`config.mk`:
```
export PLATFORM = sky130hd
export DESIGN_NAME = reg_file_streamer
export DESIGN_NICKNAME = d
export VERILOG_FILES = /design/src/rtl/reg_file_streamer_pkg.sv /design/src/rtl/reg_file_streamer_stream_out_reg.sv /design/src/rtl/reg_file_streamer.sv
export SDC_FILE = /design/constraint.sdc
export NUM_CORES = 1
export LEC_CHECK = 0
export ABC_AREA = 1
export BUFFER_PORTS_ARGS = -buffer_cell sky130_fd_sc_hd__clkbuf_2
export CORE_ASPECT_RATIO = 0.75
export CORE_MARGIN = 5
export CORE_UTILIZATION = 43
export DETAILED_ROUTE_END_ITERATION = 7
export GPL_TIMING_DRIVEN = 0
export PLACE_DENSITY = 0.69
export SETUP_SLACK_MARGIN = 0.3
export SLEW_MARGIN = 20
export SYNTH_ARGS = -nofsm -noshare
export SYNTH_HDL_FRONTEND = slang
export SYNTH_SLANG_ARGS = --single-unit
```
`constraint.sdc`:
```
create_clock -name clk -period 1.55 [get_ports clk]
set_input_delay 0.0775 -clock clk [delete_from_list [all_inputs] [get_ports clk]]
set_output_delay 0.0775 -clock clk [all_outputs]
set_load 0.05 [all_outputs]
```
`src/rtl/reg_file_streamer_pkg.sv`:
```
// Shared definitions for the register-file sweepers (read side now, write side later).
package reg_file_streamer_pkg;

  // Sweep FSM states; the 2-bit encodings are shared with the write-side sweeper.
  typedef enum logic [1:0] {
    IDLE  = 2'd0,
    FETCH = 2'd1,
    SEND  = 2'd2,
    DONE  = 2'd3
  } state_t;

endpackage

```
`src/rtl/reg_file_streamer_stream_out_reg.sv`:
```
// Output holding register for the stream: {last, data}, loaded or held each cycle.
module stream_out_reg #(
  parameter int unsigned B = 8
) (
  input  logic         clk,
  input  logic         reset,
  input  logic         load,
  input  logic [B:0]   din,
  output logic [B:0]   dout
);

  // Capture a new {last, data} pair on load, otherwise hold it for backpressure.
  always_ff @(posedge clk) begin
    if (reset) begin
      dout <= '0;
    end else if (load) begin
      dout <= din;
    end
  end

endmodule

```
`src/rtl/reg_file_streamer.sv`:
```
// Read-side sweeper: walks count consecutive register-file addresses from
// start_addr (wrapping) and streams each word out on a valid/ready channel.
module reg_file_streamer
  import reg_file_streamer_pkg::*;
#(
  parameter int unsigned B = 8,
  parameter int unsigned W = 2
) (
  input  logic           clk,
  input  logic           reset,
  input  logic           start,
  input  logic [W-1:0]   start_addr,
  input  logic [W:0]     count,
  output logic [W-1:0]   r_addr,
  input  logic [B-1:0]   r_data,
  output logic [B-1:0]   m_data,
  output logic           m_valid,
  input  logic           m_ready,
  output logic           m_last,
  output logic           busy,
  output logic           done
);

  localparam int unsigned DEPTH     = 1 << W;
  localparam logic [W:0]  DEPTH_CNT = (W+1)'(DEPTH);
  localparam logic [W:0]  ONE_CNT   = (W+1)'(1);

  state_t       state;
  state_t       state_next;
  logic [W-1:0] addr_next;
  logic [W:0]   rem;
  logic [W:0]   rem_next;
  logic         valid_next;
  logic         out_load;
  logic [B:0]   out_din;
  logic [B:0]   out_q;

  stream_out_reg #(.B(B)) u_out (
    .clk   (clk),
    .reset (reset),
    .load  (out_load),
    .din   (out_din),
    .dout  (out_q)
  );

  assign m_data = out_q[B-1:0];
  assign m_last = out_q[B];
  assign busy   = (state != IDLE);
  assign done   = (state == DONE);

  // State, read address, remaining count and valid flag registers.
  always_ff @(posedge clk) begin
    if (reset) begin
      state   <= IDLE;
      r_addr  <= '0;
      rem     <= '0;
      m_valid <= 1'b0;
    end else begin
      state   <= state_next;
      r_addr  <= addr_next;
      rem     <= rem_next;
      m_valid <= valid_next;
    end
  end

  // Next-state logic; FETCH and an accepted non-final SEND beat share the same
  // word-capture path so throughput stays at one word per cycle.
  always_comb begin
    state_next = state;
    addr_next  = r_addr;
    rem_next   = rem;
    valid_next = m_valid;
    out_load   = 1'b0;
    out_din    = {m_last, m_data};
    case (state)
      IDLE: begin
        if (start) begin
          if (count != '0) begin
            addr_next  = start_addr;
            rem_next   = (count > DEPTH_CNT) ? DEPTH_CNT : count;
            state_next = FETCH;
          end else begin
            state_next = DONE;
          end
        end
      end
      FETCH: begin
        out_load   = 1'b1;
        out_din    = {(rem == ONE_CNT), r_data};
        valid_next = 1'b1;
        addr_next  = r_addr + 1'b1;
        rem_next   = rem - ONE_CNT;
        state_next = SEND;
      end
      SEND: begin
        if (m_valid && m_ready) begin
          if (m_last) begin
            valid_next = 1'b0;
            out_load   = 1'b1;
            out_din    = {1'b0, m_data};
            state_next = DONE;
          end else begin
            out_load   = 1'b1;
            out_din    = {(rem == ONE_CNT), r_data};
            valid_next = 1'b1;
            addr_next  = r_addr + 1'b1;
            rem_next   = rem - ONE_CNT;
          end
        end
      end
      DONE: begin
        state_next = IDLE;
      end
      default: begin
        state_next = IDLE;
      end
    endcase
  end

endmodule

```
# Yosys cells after proc, flatten, opt, wreduce, memory -nomap -nowiden
# Cells that the tools add are included.
[totals]
n_memories = 0
ram_bits = 0
output_inout_bits = 14
register_bits = 17
latch_bits = 0
mem_bits_ro = 0
in_bits = 17
[classes]
n_lt_le_gt_ge = 1
n_eq_ne = 9
multipliers = 0
addsub = 2
muxes = 24
div_mod_pow = 0
bitwise_logic = 0
shift = 0
reduce_logical = 11
[ops]
columns = ["op", "count"]
rows = [
  ["9-bit 2-to-1 mux", 2],
  ["9-bit one-hot mux with 2 select lines", 1],
  ["2-bit 2-to-1 mux", 8],
  ["3-bit 2-to-1 mux", 5],
  ["3-bit one-hot mux with 3 select lines", 1],
  ["2-bit != test, second input constant", 4],
  ["2-bit one-hot mux with 4 select lines", 1],
  ["2-bit one-hot mux with 3 select lines", 1],
  ["3-bit AND reduction", 2],
  ["3-bit nonzero test", 2],
  ["5-bit AND reduction", 1],
  ["2-bit == test, second input constant", 2],
  ["1-bit one-hot mux with 2 select lines", 2],
  ["4-bit AND reduction", 1],
  ["2-bit nonzero test", 2],
  ["3-bit by 1-bit == test with 1-bit output, second input constant", 1],
  ["3-bit greater-than comparator, second input constant", 1],
  ["1-bit 2-to-1 mux", 3],
  ["3-bit by 1-bit subtractor with 3-bit output, second input constant", 1],
  ["2-bit by 1-bit adder with 2-bit output, second input constant", 1],
  ["2-bit by 1-bit == test with 1-bit output, second input constant", 1],
  ["2-bit logical NOT", 1],
  ["2-bit by 1-bit != test with 1-bit output, second input constant", 1],
  ["2-bit AND reduction", 1],
  ["1-bit logical AND", 1],
]

# Logic depth before layout (Yosys ltp)
[logic_depth]
word_depth = 5
depth_mapped = 10
depth_no_buf = 9

# Cells and area by module
# From an unflattened synthesis, not the netlist that was laid out.
[hier_totals]
cells_unflattened = 186
hier_area_um2 = 1202.4
[by_module_without_submodules]
columns = ["module", "cells_per_inst", "seq_area_each_um2", "n_inst", "area_each_um2"]
rows = [
  ["reg_file_streamer", 129, 160.2, 1, 820.8],
  ["stream_out_reg", 57, 180.2, 1, 381.6],
]

# Worst setup path after synthesis
# No wires, ideal clock.
[synth_timing]
path_kind = "register to register"
from = "reg m_valid"
to = "reg u_out.dout[1]"
n_path_buf = 1
setup_time_ns = 0.114
t_arrival_ns = 1.365
setup_slack_ns = 0.071
stages_incl_launch_ff = 9
path_cell_list = "dfxtp_1 -> nand2_1 -> nand2_2 -> o21ai_2 -> nor2_4 -> inv_4 -> buf_12 -> nor2_1 -> nor2_2"
[synth_between]
elab_chain_len = 4
word_cells_on_any_way = 5
classes_between = "eq/ne: 1; mux: 2; reduce/logical: 2"
[synth_lines]
columns = ["item", "line", "source"]
rows = [
  ["start, declared", "reg_file_streamer.sv:17", "output logic m_valid,"],
  ["start signal, assigned", "reg_file_streamer.sv:62", "m_valid <= valid_next;"],
  ["1-bit logical AND (*)", "reg_file_streamer.sv:96", "if (m_valid && m_ready) begin"],
  ["1-bit 2-to-1 mux", "reg_file_streamer.sv:96", ""],
  ["1-bit one-hot mux with 2 select lines", "reg_file_streamer.sv:75", "case (state)"],
  ["4-bit AND reduction (no source line) (*)", "-", ""],
  ["end signal, assigned", "reg_file_streamer_stream_out_reg.sv:17", "dout <= din;"],
  ["end, declared", "reg_file_streamer_stream_out_reg.sv:9", "output logic [B:0] dout"],
]
# Every way passes the cells marked *; elsewhere a longest branch is shown, timed or not.
# A chain may end at the register's enable or synchronous reset.

# Final worst setup path
[layout_timing]
from = "reg state[0]"
to = "reg rem[2]"
[layout_between]
elab_chain_len = 3
word_cells_on_any_way = 10
classes_between = "eq/ne: 6; mux: 1; reduce/logical: 3"
[layout_lines]
columns = ["item", "line", "source"]
rows = [
  ["start, declared", "reg_file_streamer.sv:28", "state_t state;"],
  ["start signal, assigned", "reg_file_streamer.sv:59", "state <= state_next;"],
  ["2-bit == test (tied with other cells)", "reg_file_streamer.sv:75", ""],
  ["2-bit != test (no source line) or 3-bit nonzero test (tied branches)", "-", ""],
  ["5-bit AND reduction (no source line)", "-", ""],
  ["end signal, assigned", "reg_file_streamer.sv:61", "rem <= rem_next;"],
  ["end, declared", "reg_file_streamer.sv:31", "logic [W:0] rem;"],
]
# Several ways; a longest one is shown, not always the timed one.

==> qor.yml <==
cts_tree: "yes"
syn_avg_cell_area_um2: 6.693
clockBufferDepth: 2
finalCriticalPeriod_ps: 1397
worst_setup_path_end_kind: "register"
synth_compound_area_share_pct: 6.023
finalSetupViolations: 0
grt_pass1_wl_um: 4340
synth_area_um2: 997.2
fin_util_pct: 68.39
hold_path.class: "in2reg"
vias: 1060
synth_area_leaders: "dfxtp_1, nand2_1, inv_1"
tns_ps: 0
synthToLayoutAreaGrowth_pct: 54.45
wirelength_um: 2578
die_y_um: 51.71
initial_utilization_pct: 44.28
crit_type: "reg2reg"
cts-htree-levels: 1
cts.clk_slew.worst_paths_ps: 100
cts_buffers: 3
synthesis.nets: 172
synth_top_family_by_area: "simple AND/OR/NAND/NOR gates"
met2_usage_pct: 29.41
ys_ff_latch: 17
cp.required_ps: 1790
max_slew.worst_pin.slew_ps: 282.1
rows: 15
drive_above_1_share_pct: 45.96
grt_pass1_vias: 1015
finalMaxSlewViolations: 0
synth_top_area_share_pct: 34.13
run_status: "complete, no violations"
yosysUniqueCellTypes: 21
finalNetCount: 222
routed_via_density: 4.753
crit_start: "state[0]"
die_x_um: 65.61
drv_cap: 0
gp_congestion: 0.8652
overflow: 0
clk_latency_ps: 300
die_area_um2: 3392
layout_common_cells: "nand2_1, clkbuf_2, inv_1"
yosysSeqAreaShare_pct: 34.13
coreArea_um2: 2252
synth_fa_ha_area_share_pct: 7.528
synth_xor_area_share_pct: 0
ys_warn_count: 0
pin_count: 31
n_antenna_cell: 0
dp_hpwl_um: 1697
final-hold-violation-count: 0
busiest_layer: "met2"
port_buffers: 30
syn_inst: 149
clock.fmax_ghz: 0.7160
clock_sinks: 17
track_usage_pct: 16.33
worst_setup_path_start_kind: "register"
antenna_found_initial: 0
clock_tree.root_cell: "clkbuf_4"
min_from: "r_data[5]"
drc: 0
final_common_cell: "nand2_1"
synthMuxAreaShare_pct: 0
grt.met3_usage_pct: 5.832
rsz0062_at_grt: "true"
wire_per_inst_um: 11.56
yosysTopAreaCell: "dfxtp_1"
fin_crit_sh_pct: 90.11
use_met1_pct: 18.98
r2r_start: "state[0]"
worst_clock_skew_ps: 4.922
yosys.area_share.simple_pct: 37.89
ant_nets: 0
maxSlewHeadroom_pct: 81.27
cp_max_fo: 6
worstPathArrival_ps: 1640
grt_max_degree: 11
firstDrtPassIters: 4
drt_iter0_drc: 57
final timing paths:
kind / endpoint / slack [ps] / cells after the start
max: rem[2] / 150 / 9
min: u_out.dout[5] / 10 / 3
max reg2reg: rem[2] / 150 / 9
min reg2reg: m_valid / 490 / 2
layer usage:
| layer | wire length, um | vias to the layer above | part of all wire [%] |
|---|---|---|---|
| met5 | 0 | - | 0 |
| met1 | 1102 | 483 | 43 |
| met3 | 157 | 7 | 6.1 |
| met2 | 1275 | 31 | 49 |
| met4 | 42 | 0 | 1.6 |
| li1 | - | 539 | - |
what timing repair did:
item / in CTS / in global routing
cloned: 1 / 0
pin swaps: 8 / 8
endpoints found under the setup margin: 17 / 19
endpoints found under the hold margin: 4 / 0
setup buffers: 9 / 2
hold buffers: 3 / 0
resized for setup: 23 / 18
sequential cells by signal, summed over array words and instances (netlist names):
| signal | flops |
|---|---|
| r_addr | 2 |
| m_valid | 1 |
| u_out.dout | 9 |
| state | 2 |
| rem | 3 |
cell families (layout without fill, tap and decap cells):
logic type | count (synthesis) | in the layout
AO/OA/AOI/OAI | 10 | 10
flip-flops | 17 | 17
AND/OR/NAND/NOR | 84 | 84
adder cells (fa/ha/maj) | 6 | 6
buffers and inverters | 32 | 81
area by class of cell:
class	instances	area, um^2
plain buffers	3	38.79
clock buffers	4	26.28
fillers	183	711.9
inverters	29	118.9
multi-input cells	100	631.9
flip-flops and latches	17	347.8
well taps	25	31.28
repair buffers	45	345.3
critical path, stage by stage, from the launching register on:
cell and delay, ps:
dfxtp_4 380, inv_4 50, ha_4 250, buf_6 110, o21ai_4 60, nor2_4 160, nand2_2 100, nand2_1 80
nand2_1 60, nor2_1 80
stage by stage:
step,instances,hold slack (ps),cell area (um^2),setup slack [ps]
6_report,223,10.12,1540,153.3
5_1_grt,223,25.26,1540,76.85
4_1_cts,221,2.906,1471,137.1
3_5_place_dp,204,267.7,1227,149.2
3_3_place_gp,204,267.8,1227,188.9
2_1_floorplan,149,139.2,1046,254.3
synth_stat cells, drive strengths merged:
master	number
inv	29
dfxtp	17
o21ai	5
ha	6
buf	2
nand2	42
nand3b	1
clkbuf	1
nor3	1
or2	1
nand3	6
a22oi	1
a21oi	4
nor2	33
Power is left out: the tool's default activity adds up to more than one toggle a clock period on the data nets, which glitch-free logic cannot reach.
